**src/rtl/lcd_pkg.sv**
```systemverilog
// Shared constants, state encodings and helpers for the HD44780 LCD controller.
package lcd_pkg;

  localparam logic [7:0] CMD_FUNC_SET = 8'h38;
  localparam logic [7:0] CMD_DISP_ON  = 8'h0C;
  localparam logic [7:0] CMD_CLEAR    = 8'h01;
  localparam logic [7:0] CMD_ENTRY    = 8'h06;
  localparam logic [7:0] CMD_ROW1     = 8'h80;
  localparam logic [7:0] CMD_ROW2     = 8'hC0;

  typedef enum logic [2:0] {
    ST_POWERUP,
    ST_INIT,
    ST_ADDR1,
    ST_ROW1,
    ST_ADDR2,
    ST_ROW2
  } top_state_t;

  typedef enum logic [2:0] {
    XF_IDLE,
    XF_SETUP1,
    XF_SETUP2,
    XF_PULSE,
    XF_WAIT
  } xfer_state_t;

  function automatic logic [7:0] init_cmd(input logic [1:0] step);
    case (step)
      2'd0:    return CMD_FUNC_SET;
      2'd1:    return CMD_DISP_ON;
      2'd2:    return CMD_CLEAR;
      default: return CMD_ENTRY;
    endcase
  endfunction

  // Nibble values become their ASCII hex digit; anything else is already a glyph code.
  function automatic logic [7:0] char_conv(input logic [7:0] v);
    if (v < 8'h0A)      return 8'h30 + v;
    else if (v < 8'h10) return 8'h41 + (v - 8'h0A);
    else                return v;
  endfunction

  function automatic int max3(input int a, input int b, input int c);
    int m;
    m = a;
    if (b > m) m = b;
    if (c > m) m = c;
    return m;
  endfunction

endpackage

```
**src/rtl/lcd_xfer.sv**
```systemverilog
// One HD44780 bus transfer: SETUP (2 cycles), PULSE (EN_CYCLES, EN high), WAIT (wait_cycles).
module lcd_xfer
  import lcd_pkg::*;
#(
  parameter int EN_CYCLES = 16,
  parameter int CNT_W     = 17
) (
  input  logic             clk,
  input  logic             rst,
  input  logic             start,
  input  logic             rs,
  input  logic [7:0]       data,
  input  logic [CNT_W-1:0] wait_cycles,
  output logic             busy,
  output logic             done,
  output logic             lcd_en,
  output logic             lcd_rs,
  output logic [7:0]       lcd_data,
  output xfer_state_t      dbg_state
);

  // Handshake: start is taken on any cycle busy is low. done pulses on the
  // final WAIT cycle, where busy is already low, so a chained start begins
  // the next SETUP on the very next cycle with no gap.
  xfer_state_t      state_q, state_d;
  logic [CNT_W-1:0] cnt_q, cnt_d;
  logic [CNT_W-1:0] wait_q;
  logic             rs_q;
  logic [7:0]       data_q;
  logic             accept;

  localparam logic [CNT_W-1:0] EN_LAST = CNT_W'(EN_CYCLES - 1);

  always_comb begin
    state_d = state_q;
    cnt_d   = cnt_q;
    done    = 1'b0;
    case (state_q)
      XF_IDLE:   ;
      XF_SETUP1: state_d = XF_SETUP2;
      XF_SETUP2: begin
        state_d = XF_PULSE;
        cnt_d   = '0;
      end
      XF_PULSE: begin
        if (cnt_q == EN_LAST) begin
          cnt_d = '0;
          if (wait_q == '0) begin
            done    = 1'b1;
            state_d = XF_IDLE;
          end else begin
            state_d = XF_WAIT;
          end
        end else begin
          cnt_d = cnt_q + 1'b1;
        end
      end
      XF_WAIT: begin
        if (cnt_q == wait_q - CNT_W'(1)) begin
          done    = 1'b1;
          state_d = XF_IDLE;
          cnt_d   = '0;
        end else begin
          cnt_d = cnt_q + 1'b1;
        end
      end
      default: state_d = XF_IDLE;
    endcase
    busy   = (state_q != XF_IDLE) && !done;
    accept = start && !busy;
    if (accept) begin
      state_d = XF_SETUP1;
      cnt_d   = '0;
    end
  end

  always_ff @(posedge clk or posedge rst) begin
    if (rst) begin
      state_q <= XF_IDLE;
      cnt_q   <= '0;
      wait_q  <= '0;
      rs_q    <= 1'b0;
      data_q  <= 8'h00;
    end else begin
      state_q <= state_d;
      cnt_q   <= cnt_d;
      if (accept) begin
        rs_q   <= rs;
        wait_q <= wait_cycles;
      end
      // The source index settles at SETUP entry, so the byte is sampled here.
      if (state_q == XF_SETUP1) data_q <= data;
    end
  end

  assign lcd_en    = (state_q == XF_PULSE);
  assign lcd_rs    = rs_q;
  assign lcd_data  = data_q;
  assign dbg_state = state_q;

endmodule

```
**src/rtl/lcd_controller.sv**
```systemverilog
// HD44780 16x2 controller: power-up wait, init commands, then endless two-row refresh.
module lcd_controller
  import lcd_pkg::*;
#(
  parameter int POWERUP_CYCLES    = 1_000_000,
  parameter int EN_CYCLES         = 16,
  parameter int CMD_WAIT_CYCLES   = 2_500,
  parameter int CLEAR_WAIT_CYCLES = 100_000
) (
  input  logic        clk,
  input  logic        reset,
  output logic [4:0]  lcd_index,
  input  logic [7:0]  lcd_char,
  output logic [7:0]  LCD_DATA,
  output logic        LCD_EN,
  output logic        LCD_RS,
  output logic        LCD_RW,
  output logic        LCD_ON,
  output logic        LCD_BLON,
  output logic        init_done,
  output logic        frame_done,
  output top_state_t  dbg_state,
  output xfer_state_t dbg_xfer_state
);

  localparam int CNT_W = $clog2(max3(EN_CYCLES, CMD_WAIT_CYCLES, CLEAR_WAIT_CYCLES) + 1);
  localparam int PU_W  = $clog2(POWERUP_CYCLES + 1);
  localparam logic [CNT_W-1:0] WAIT_CMD   = CNT_W'(CMD_WAIT_CYCLES);
  localparam logic [CNT_W-1:0] WAIT_CLEAR = CNT_W'(CLEAR_WAIT_CYCLES);
  localparam logic [PU_W-1:0]  PU_LAST    = PU_W'(POWERUP_CYCLES - 1);

  top_state_t       state_q, state_d;
  logic [PU_W-1:0]  pu_cnt_q, pu_cnt_d;
  logic [1:0]       step_q, step_d;
  logic [4:0]       index_d;
  logic [7:0]       cmd_q, cmd_d;
  logic             start, nxt_rs;
  logic [CNT_W-1:0] nxt_wait;
  logic             set_init, set_frame;
  logic             xfer_busy, xfer_done;
  logic [7:0]       xfer_data;

  // Every transfer is launched in the done cycle of the previous one, so the
  // bus never idles between transfers once POWERUP has finished.
  always_comb begin
    state_d   = state_q;
    pu_cnt_d  = pu_cnt_q;
    step_d    = step_q;
    index_d   = lcd_index;
    cmd_d     = cmd_q;
    start     = 1'b0;
    nxt_rs    = 1'b0;
    nxt_wait  = WAIT_CMD;
    set_init  = 1'b0;
    set_frame = 1'b0;
    case (state_q)
      ST_POWERUP: begin
        if (pu_cnt_q == PU_LAST) begin
          state_d = ST_INIT;
          step_d  = 2'd0;
          cmd_d   = init_cmd(2'd0);
          start   = 1'b1;
        end else begin
          pu_cnt_d = pu_cnt_q + 1'b1;
        end
      end
      ST_INIT: begin
        if (xfer_done) begin
          start = 1'b1;
          if (step_q == 2'd3) begin
            state_d  = ST_ADDR1;
            cmd_d    = CMD_ROW1;
            index_d  = 5'd0;
            set_init = 1'b1;
          end else begin
            step_d = step_q + 2'd1;
            cmd_d  = init_cmd(step_q + 2'd1);
            if (init_cmd(step_q + 2'd1) == CMD_CLEAR) nxt_wait = WAIT_CLEAR;
          end
        end
      end
      ST_ADDR1: begin
        if (xfer_done) begin
          state_d = ST_ROW1;
          start   = 1'b1;
          nxt_rs  = 1'b1;
          index_d = 5'd0;
        end
      end
      ST_ROW1: begin
        if (xfer_done) begin
          start = 1'b1;
          if (lcd_index == 5'd15) begin
            state_d = ST_ADDR2;
            cmd_d   = CMD_ROW2;
          end else begin
            nxt_rs  = 1'b1;
            index_d = lcd_index + 5'd1;
          end
        end
      end
      ST_ADDR2: begin
        if (xfer_done) begin
          state_d = ST_ROW2;
          start   = 1'b1;
          nxt_rs  = 1'b1;
          index_d = 5'd16;
        end
      end
      ST_ROW2: begin
        if (xfer_done) begin
          start = 1'b1;
          if (lcd_index == 5'd31) begin
            state_d   = ST_ADDR1;
            cmd_d     = CMD_ROW1;
            index_d   = 5'd0;
            set_frame = 1'b1;
          end else begin
            nxt_rs  = 1'b1;
            index_d = lcd_index + 5'd1;
          end
        end
      end
      default: state_d = ST_POWERUP;
    endcase
    if (!start || xfer_busy) begin
      start = 1'b0;
    end
  end

  always_ff @(posedge clk or posedge reset) begin
    if (reset) begin
      state_q    <= ST_POWERUP;
      pu_cnt_q   <= '0;
      step_q     <= 2'd0;
      lcd_index  <= 5'd0;
      cmd_q      <= 8'h00;
      init_done  <= 1'b0;
      frame_done <= 1'b0;
    end else begin
      state_q    <= state_d;
      pu_cnt_q   <= pu_cnt_d;
      step_q     <= step_d;
      lcd_index  <= index_d;
      cmd_q      <= cmd_d;
      init_done  <= init_done | set_init;
      frame_done <= set_frame;
    end
  end

  assign xfer_data = LCD_RS ? char_conv(lcd_char) : cmd_q;

  lcd_xfer #(
    .EN_CYCLES (EN_CYCLES),
    .CNT_W     (CNT_W)
  ) u_xfer (
    .clk         (clk),
    .rst         (reset),
    .start       (start),
    .rs          (nxt_rs),
    .data        (xfer_data),
    .wait_cycles (nxt_wait),
    .busy        (xfer_busy),
    .done        (xfer_done),
    .lcd_en      (LCD_EN),
    .lcd_rs      (LCD_RS),
    .lcd_data    (LCD_DATA),
    .dbg_state   (dbg_xfer_state)
  );

  assign LCD_RW    = 1'b0;
  assign LCD_ON    = 1'b1;
  assign LCD_BLON  = 1'b1;
  assign dbg_state = state_q;

endmodule

```
**config.mk**
```make
export PLATFORM = sky130hd
export DESIGN_NAME = lcd_controller
export DESIGN_NICKNAME = d
export VERILOG_FILES = /design/src/rtl/lcd_pkg.sv /design/src/rtl/lcd_xfer.sv /design/src/rtl/lcd_controller.sv
export SDC_FILE = /design/constraint.sdc
export NUM_CORES = 1
export LEC_CHECK = 0
export CORE_MARGIN = 2
export CORE_UTILIZATION = 35
export DETAILED_ROUTE_END_ITERATION = 10
export PLACE_DENSITY_LB_ADDON = 0.12
export SYNTH_ARGS = -nofsm -noshare
export SYNTH_HDL_FRONTEND = slang
export SYNTH_SLANG_ARGS = --single-unit
```
**constraint.sdc**
```tcl
create_clock -name clk -period 3.6 [get_ports clk]
set_input_delay 0.9 -clock clk [delete_from_list [all_inputs] [get_ports clk]]
set_output_delay 0.9 -clock clk [all_outputs]
set_load 0.05 [all_outputs]
```
==> impl_metrics.yaml, run 1 <==
run_status:
  run_status: "finished, final reports clean"
grt:
  grt_start_max_net_pins: 46
  antenna_found_initial: 0
  first_global_vias: 3490
  gr-total-overflow: 0
  track_usage: 0.168
  grt_first_pass_wirelength_um: 17800
die:
  core_area_mm2: 0.0126
  fp.dieW_um: 117
  die_area_mm2: 0.0137
  start_util: 0.356
  die_h_um: 117
  io_pins: 36
  rows: 41
cts:
  htree_levels: 3
  cts.clk_slew.worst_paths_ps: 60
  clock_sink_count: 71
  cts_buffers: 9
  cts_resized: 0
  postCtsHoldBufs: 0
  root_buffer: "clkbuf_16"
  post_cts_buffers: 0
  worstSkewPairLatency_ps: 350
  cts_tree: "yes"
  cts_buffer_depth: 2
finish:
  finalInstanceArea_mm2: 0.00519
  mostFrequentLayoutCell: "nand2_1"
  area_growth_pct: 16.1
  final_nets: 549
  layout_common_cells: "nand2_1, dfrtp_1, clkdlybuf4s50_1"
  n_antenna_cell: 0
  drive_gt1_frac: 0.0756
route:
  dr.pass1.iters: 5
  post-route-drc-count: 0
  drt.antenna.violating_nets: 0
  dr_total_vias: 3635
  routedWlPerCell_um: 15.0
  drt_iter0_markers: 257
  wl_um: 10500
  avgViaCountPerCell: 5.19
synthesis:
  synth_top_cell_by_area: "dfrtp_1"
  synth_area_per_cell_um2: 8.89
  synth_edf_count: 0
  syn_inst: 503
  async_flop_share: 1.00
  yosysSeqAreaShare: 0.397
  yosys_register_bits: 71
  netlist_area_mm2: 0.00447
  synth_flop_cell: "dfrtp_1"
  ys_warn_count: 0
  synth_area_leaders: "dfrtp_1, nand2_1, ha_1"
  synth.distinct_cells: 68
  synth_top_area_share: 0.397
sta:
  max_slew.worst_pin.slew_ps: 797
  setup_viol: 0
  clock_skew_ps: 5.32
  slew-limit-headroom: 0.464
  setup-tns-final_ps: 0
  fmax_ghz: 0.308
  finalCritPeriodShare: 0.903
  rsz0062_at_grt: "no"
  timing.final.crit_period_ps: 3250
  slew_viol_final: 0
  timing_hold_violations_final: 0
critical_path:
  cp_data_arrival_time_ps: 3460
  required_ps: 3810
  slowest_delay_ps: 580
  cp-start-kind: "flip-flop"
  end_kind: "flip-flop"
  crit_chain: "inv_1 > ha_1 > nand4b_1 > and4_1 > or3b_1 > or4b_4 > o2bb2ai_2 > buf_4 > a41oi_1 > a31oi_1"
  critPathKind: "flip-flop to flip-flop"
  worstPathMaxFanout: 16
  crit_slowest_cell: "or4b_4"
hold_path:
  hold_path_class: "flip-flop to flip-flop"
placement:
  place_congestion: 0.908
  dp_hpwl_um: 7550
  io_buffers: 32
  postPlaceCellArea_mm2: 0.00490
flow_run:
  maxCapViolCount: 0
power:
  vdd_ir_drop_max_v: 0.000194
  p_per_area_mw_per_mm2: 329
  p_leak_nw: 2.29
[flip-flops by register name, summed over array words and instances (netlist names)]
name and cells:
u_xfer.cnt_q 17, u_xfer.wait_q 3, u_xfer.dbg_state 3, lcd_index 5, init_done 1, cmd_q 7, frame_done 1, step_q 2
u_xfer.lcd_rs 1, pu_cnt_q 20, u_xfer.lcd_data 8, dbg_state 3
[metrics by stage]
stage	hold WS [ps]	setup WS, ps	power (mW)	instances	utilization
finish	471	351	1.71	701	0.413
global route	499	169	1.79	701	0.413
CTS	480	395	1.74	701	0.413
detailed placement	465	405	0.860	685	0.390
global placement	448	500	0.859	685	0.390
floorplan	431	601	0.841	504	-
[logic make-up after synthesis]
kind of cell / count (synthesis) / share of synthesized area
mux: 16 / 0.0369
fa+ha+maj: 15 / 0.0420
buf+inv: 47 / 0.0501
other cells: 2 / 0.00168
simple gates: 226 / 0.262
compound gates: 98 / 0.152
xor+xnor: 28 / 0.0579
flops: 71 / 0.397
[path summary, 6_finish.rpt]
| kind | slack, ps | cells after the start | from | endpoint |
|---|---|---|---|---|
| setup / recovery | 350 | 10 | u_xfer.wait_q[11]$_DFFE_PP0P_ | u_xfer.cnt_q[9]$_DFFE_PP0P_ |
| max in group asynchronous | 1990 | 3 | reset | u_xfer.lcd_data[2]$_DFFE_PP0N_ |
| hold reg to reg | 470 | 2 | cmd_q[3]$_DFFE_PP0P_ | cmd_q[3]$_DFFE_PP0P_ |
| hold / removal | 470 | 2 | cmd_q[3]$_DFFE_PP0P_ | cmd_q[3]$_DFFE_PP0P_ |
| min in group asynchronous | 950 | 2 | reset | pu_cnt_q[17]$_DFFE_PP0P_ |
| setup reg to reg | 350 | 10 | u_xfer.wait_q[11]$_DFFE_PP0P_ | u_xfer.cnt_q[9]$_DFFE_PP0P_ |
[critical path, delay by kind of cell (launching register included)]
family / cells / cell delay [ps]
simple gates: 4 / 1340
compound gates: 3 / 550
fa+ha+maj: 1 / 440
buf+inv: 2 / 400
flops: 1 / 370
[layout make-up]
cell class | instances | area (µm²)
fillers | 1280 | 7380
inverters | 20 | 75.1
multi-input cells | 386 | 2470
clock inverters | 7 | 61.3
repair buffers | 36 | 363
clock buffers | 9 | 225
flip-flops and latches | 71 | 1780
well taps | 172 | 215
[synthesized netlist by cell type (all sizes together), types with 6 or more instances]
library cell and instances:
xnor2 19, clkbuf 11, and3 18, nor2 28, inv 20, mux2i 12, a21oi 12, nand3 21
or2 6, dfrtp 71, xor2 8, buf 16, ha 15, a31oi 8, nor4 11, nand2 80
nor3b 6, o21ai 29, a22o 6, nor3 7, nand2b 11, nor2b 11
[power by group]
part	switching (mW)	leakage, nW	total (mW)	internal, mW
sequential	0	0.936	0.798	0.798
combinational	0.0298	1.21	0.0449	0.0151
clock	0.387	0.135	0.867	0.481
total	0.416	2.29	1.71	1.29
[metal layers]
metal  track usage  wire [µm]  vias to the layer above
met3        0.0448        340                       13
met4        0.0525        155                        0
met1         0.240       5220                     1735
met2         0.249       4770                       65
li1              -          -                     1822
met5             0          0                        -
Power figures use the tool's default switching activity.
==> run 2, diff against run 1 <==
--- a/config.mk
+++ b/config.mk
@@ -9,6 +9,7 @@
 export CORE_UTILIZATION = 35
 export DETAILED_ROUTE_END_ITERATION = 10
 export PLACE_DENSITY_LB_ADDON = 0.12
+export SKIP_LAST_GASP = 1
 export SYNTH_ARGS = -nofsm -noshare
 export SYNTH_HDL_FRONTEND = slang
 export SYNTH_SLANG_ARGS = --single-unit
==> constraint.sdc (replaced) <==
create_clock -name clk -period 2.95 [get_ports clk]
set_input_delay 0.7375 -clock clk [delete_from_list [all_inputs] [get_ports clk]]
set_output_delay 0.7375 -clock clk [all_outputs]
set_load 0.05 [all_outputs]
==> impl_metrics.yaml, run 2 (synthesis results as in run 1) <==
hold_path:
  min_from: "pu_cnt_q[19]$_DFFE_PP0P_"
  hold_path_class: "flip-flop to flip-flop"
placement:
  pre_cts_ws_ps: 76.5
  dp_hpwl_um: 7750
  io_buffers: 32
  dp.cells: 705
  place_congestion: 0.856
sta:
  slew-limit-headroom: 0.597
  finalCritPeriodShare: 0.973
  slew_viol_final: 0
  clock_skew_ps: 6.82
  final.setup.worst_slack_ps: 79.8
  timing.final.crit_period_ps: 2870
  rsz0062_at_grt: "yes"
  timing_hold_violations_final: 0
  setup_viol: 0
  fmax_ghz: 0.348
  max_slew.worst_pin.slew_ps: 599
critical_path:
  r2r-end: "lcd_index[4]$_DFFE_PP0P_"
  reg2reg_depth: 8
  crit_slowest_cell: "or4b_4"
  slowest_delay_ps: 580
  rr_startpoint: "u_xfer.wait_q[15]$_DFFE_PP0P_"
  startpoint: "u_xfer.wait_q[15]$_DFFE_PP0P_"
  critPathKind: "flip-flop to flip-flop"
  crit_chain: "inv_2 > ha_1 > xor2_1 > and4_1 > or3b_4 > or4b_4 > o21ai_2 > mux2_2"
  crit_end: "lcd_index[4]$_DFFE_PP0P_"
  critical_path_depth: 8
  end_kind: "flip-flop"
  worstPathMaxFanout: 8
  cp-start-kind: "flip-flop"
  cp_data_arrival_time_ps: 3100
  required_ps: 3180
  crit_family: "simple AND/OR/NAND/NOR gates"
  worstPathBufferInverterCount: 1
  r2r_slack_ps: 80
finish:
  area_growth_pct: 22.4
  layout_common_cells: "nand2_1, dfrtp_1, clkdlybuf4s50_1"
  drive_gt1_frac: 0.123
  top_register: "pu_cnt_q"
  mostFrequentLayoutCell: "nand2_1"
  final-instance-count-excl-fill: 724
  final_util: 0.435
  n_antenna_cell: 0
  largest_reg_flops: 20
  final_nets: 572
power:
  p_leak_nw: 2.46
  vdd_ir_drop_max_v: 0.000283
  p_per_area_mw_per_mm2: 426
  report.power.total_mw: 2.33
grt:
  track_usage: 0.170
  first_global_vias: 3574
  grt_first_pass_wirelength_um: 18000
  grt_start_max_net_pins: 72
  antenna_found_initial: 0
  gr-total-overflow: 0
cts:
  cts_buffers: 9
  cts_buffer_depth: 2
  root_buffer: "clkbuf_16"
  cts_tree: "yes"
  clock_sink_count: 71
  htree_levels: 3
  worstSkewPairLatency_ps: 350
  cts.clk_slew.worst_paths_ps: 60
die:
  fp.dieW_um: 117
  core_area_mm2: 0.0126
  start_util: 0.356
  die_h_um: 117
  rows: 41
  die_area_mm2: 0.0137
  io_pins: 36
route:
  routedWlPerCell_um: 14.9
  dr_total_vias: 3702
  wl_um: 10800
  drt.antenna.violating_nets: 0
  post-route-drc-count: 0
  drt_iter0_markers: 268
  dr.pass1.iters: 4
  avgViaCountPerCell: 5.11
run_status:
  run_status: "finished, final reports clean"
flow_run:
  maxCapViolCount: 0
run 2: area by class of cell:
class	count	area (µm²)
inverters	20	75.1
clock inverters	6	115
clock buffers	10	239
well taps	172	215
flip-flops and latches	71	1780
multi-input cells	387	2520
repair buffers	58	531
fillers	1262	7100
run 2: worst min path at each step:
stage	slack [ps]	endpoint	cells after the start
final	470	pu_cnt_q[19]$_DFFE_PP0P_	1
after global placement	450	cmd_q[3]$_DFFE_PP0P_	2
after floorplan	430	cmd_q[3]$_DFFE_PP0P_	2
after CTS	470	pu_cnt_q[19]$_DFFE_PP0P_	1
after detailed placement	460	pu_cnt_q[19]$_DFFE_PP0P_	1
after global routing	490	cmd_q[3]$_DFFE_PP0P_	2
run 2: worst reg2reg max path, cell delays in order, from the launching register on:
cell	delay, ps
dfrtp_1	410
inv_2	80
ha_1	290
xor2_1	120
and4_1	210
or3b_4	390
or4b_4	580
o21ai_2	320
mux2_2	370
run 2: metal layers:
layer  vias to the layer above  wire length (µm)  global-route usage
li1                       1871                 -                   -
met1                      1779              5610               0.245
met2                        42              4770               0.253
met3                        10               226              0.0268
met4                         0               195              0.0729
met5                         -                 0                   0
run 2: repair_timing:
item                       4_1_cts  5_1_grt
buffers inserted                 0        2
hold buffers                     0        0
gates resized for setup          0        5
setup endpoints to repair        0       18
run 2: stage by stage:
stage,setup TNS (ps),hold WS (ps),cell area [µm²]
6_report,0,469,5470
3_3_place_gp,0,448,5070
2_1_floorplan,0,431,4490
5_1_grt,-46.2,494,5470
3_5_place_dp,0,459,5070
4_1_cts,0,471,5420
run 2: where the power goes:
group | total (mW) | internal, mW | switching, mW | leakage (nW)
Combinational | 0.0550 | 0.0187 | 0.0362 | 1.36
Clock | 1.30 | 0.853 | 0.449 | 0.169
Sequential | 0.974 | 0.974 | 0 | 0.936
Total | 2.33 | 1.85 | 0.485 | 2.46
==> run 3, diff against run 2 <==
--- a/config.mk
+++ b/config.mk
@@ -5,6 +5,7 @@
 export SDC_FILE = /design/constraint.sdc
 export NUM_CORES = 1
 export LEC_CHECK = 0
+export CORE_ASPECT_RATIO = 0.7
 export CORE_MARGIN = 2
 export CORE_UTILIZATION = 35
 export DETAILED_ROUTE_END_ITERATION = 10
@@ -12,4 +13,5 @@
 export SKIP_LAST_GASP = 1
 export SYNTH_ARGS = -nofsm -noshare
 export SYNTH_HDL_FRONTEND = slang
+export SYNTH_HIERARCHICAL = 1
 export SYNTH_SLANG_ARGS = --single-unit
==> impl_metrics.yaml, run 3 <==
run_status:
  run_status: "complete, but fails checks"
  violations: "negative setup slack"
critical_path:
  cp_data_arrival_time_ps: 4050
  crit_family: "simple AND/OR/NAND/NOR gates"
  end_kind: "flip-flop"
  worstPathBufferInverterCount: 4
  critPathKind: "flip-flop to flip-flop"
  reg2reg_depth: 17
  cp-start-kind: "flip-flop"
  worstPathMaxFanout: 5
  critical_path_depth: 17
  slowest_delay_ps: 500
  crit_chain: "inv_2 > ha_4 > or4b_4 > or4_4 > o21ai_4 > nand4_1 > or4b_4 > or3_4 > nand2_2 > a21oi_2 > a21oi_2 > o21ai_2 > a21oi_4 > buf_6 > buf_12 > buf_12 > mux2_2"
  crit_slowest_cell: "or4b_4"
  required_ps: 3180
cts:
  cts_buffer_depth: 2
  root_buffer: "clkbuf_16"
  cts_buffers: 9
  htree_levels: 3
  clock_sink_count: 85
  cts_tree: "yes"
  worstSkewPairLatency_ps: 350
  cts.clk_slew.worst_paths_ps: 60
  postCtsHoldBufs: 0
synthesis:
  synth_edf_count: 0
  yosys_register_bits: 85
  synth_top_area_share: 0.401
  synth.distinct_cells: 71
  synth_area_leaders: "dfrtp_1, xnor2_1, mux2_2"
  ys_warn_count: 6
  yosys-top-cells-count: "dfrtp_1, nand2_1, nor2_1, nand3_1"
  syn_inst: 564
  netlist_area_mm2: 0.00530
  yosysSeqAreaShare: 0.401
  synth_flop_cell: "dfrtp_1"
  synth_area_per_cell_um2: 9.40
  yosysMostFrequentCell: "dfrtp_1"
  synth_top_cell_by_area: "dfrtp_1"
  async_flop_share: 1.00
finish:
  reg_top3: "pu_cnt_q (20), u_xfer/cnt_q (17), u_xfer/wait_q (17)"
  multi_input_area_mm2: 0.00316
  final_util: 0.490
  drive_gt1_frac: 0.312
  mostFrequentLayoutCell: "buf_4"
  top_register: "pu_cnt_q"
  finalInstanceArea_mm2: 0.00724
  layout_common_cells: "buf_4, dfrtp_1, nand2_1"
  ff_latch_area_mm2: 0.00213
  n_antenna_cell: 0
  fillers: 1353
  final_nets: 725
  largest_reg_flops: 20
  area_growth_pct: 36.5
route:
  drt.antenna.violating_nets: 0
  dr.pass1.iters: 5
  post-route-drc-count: 0
  wl_um: 14500
  drt_iter0_markers: 310
  dr_total_vias: 4644
  routedWlPerCell_um: 16.0
  avgViaCountPerCell: 5.15
flow_run:
  maxCapViolCount: 0
die:
  core_area_mm2: 0.0148
  die_area_mm2: 0.0162
  fp.dieW_um: 151
  io_pins: 36
  die_h_um: 107
  rows: 37
  start_util: 0.359
hold_path:
  min_path_cells: 1
  hold_path_class: "flip-flop to flip-flop"
sta:
  rsz0062_at_grt: "yes"
  final.setup.worst_slack_ps: -868
  finalCritPeriodShare: 1.29
  clock_skew_ps: 7.33
  max_slew.worst_pin.slew_ps: 1000
  setup_viol: 56
  fmax_ghz: 0.262
  timing_hold_violations_final: 0
  slew-limit-headroom: 0.323
  timing.final.crit_period_ps: 3820
  slew_viol_final: 0
grt:
  grt_first_pass_wirelength_um: 23600
  first_global_vias: 4465
  gr-total-overflow: 0
  track_usage: 0.190
  grt_start_max_net_pins: 36
  antenna_found_initial: 0
placement:
  io_buffers: 32
  place_congestion: 0.904
  postPlaceCellArea_mm2: 0.00646
  dp_hpwl_um: 10400
power:
  report.power.total_mw: 2.37
  vdd_ir_drop_max_v: 0.000248
  p_per_area_mw_per_mm2: 327
  p_leak_nw: 3.27
## run 3: cell count changes after synthesis, moves of 7 or more
cell,before,now
a21oi_1,12,25
clkbuf_1,11,18
dfrtp_1,71,85
mux2_2,4,19
mux2_4,0,13
mux2i_1,12,1
nand2_1,80,53
nand2b_1,11,1
nand3_1,21,34
nor2_1,28,39
nor3_1,7,21
xnor2_1,19,28
## run 3: path summary, 6_finish.rpt
check	startpoint	endpoint	slack [ps]
max reg2reg	u_xfer/wait_q[1]$_DFFE_PP0N_	u_xfer/wait_q[12]$_DFFE_PP0N_	-870
min in group asynchronous	reset	lcd_index[1]$_DFFE_PP0P_	660
max in group asynchronous	reset	cmd_q[0]$_DFFE_PP0P_	1600
min reg2reg	init_done$_DFF_PP0_	init_done$_DFF_PP0_	470
min	init_done$_DFF_PP0_	init_done$_DFF_PP0_	470
max	u_xfer/wait_q[1]$_DFFE_PP0N_	u_xfer/wait_q[12]$_DFFE_PP0N_	-870
## run 3: kinds of logic after synthesis
logic type | Yosys count | share of synthesized area
AOI/OAI and AO/OA | 108 | 0.137
xor gates and xnor gates | 40 | 0.0661
adders and majority gates | 13 | 0.0307
buffers and inverters | 51 | 0.0517
DFF | 85 | 0.401
muxes | 33 | 0.0791
other | 2 | 0.00142
and+or+nand+nor | 232 | 0.233
## run 3: routing by layer
| layer | routed length [µm] | GRT usage | vias up |
|---|---|---|---|
| met5 | 0 | 0 | - |
| met4 | 197 | 0.0541 | 0 |
| met3 | 593 | 0.0383 | 12 |
| met2 | 5830 | 0.269 | 100 |
| met1 | 7830 | 0.291 | 2249 |
| li1 | - | - | 2283 |
## run 3: stage by stage
stage          hold slack (ps)  setup TNS (ps)  setup slack, ps  cells
3_3_place_gp               453          -24270             -744    863
6_report                   474          -34250             -868    901
4_1_cts                    474          -31070             -826    900
2_1_floorplan              434          -25760             -848    573
3_5_place_dp               460          -29350             -883    863
5_1_grt                    490          -40780            -1000    901
## run 3: report_power, final
part	switching [mW]	internal [mW]
logic	0.0446	0.0196
registers	0	1.17
clock network	0.488	0.651
total	0.533	1.84
## run 3: layout make-up
class | instances | area share
clock buffers | 9 | 0.0311
clock inverters | 6 | 0.00899
inverters | 19 | 0.00986
multi-input cells | 438 | 0.437
flip-flops and latches | 85 | 0.294
well taps | 195 | 0.0337
repair buffers | 149 | 0.186
## run 3: timing repair
action	CTS	global route
endpoints found under the hold margin	0	0
endpoints found under the setup margin	55	56
gates cloned	4	0
resized for setup	49	18
pin swaps	15	2
setup buffers	18	4
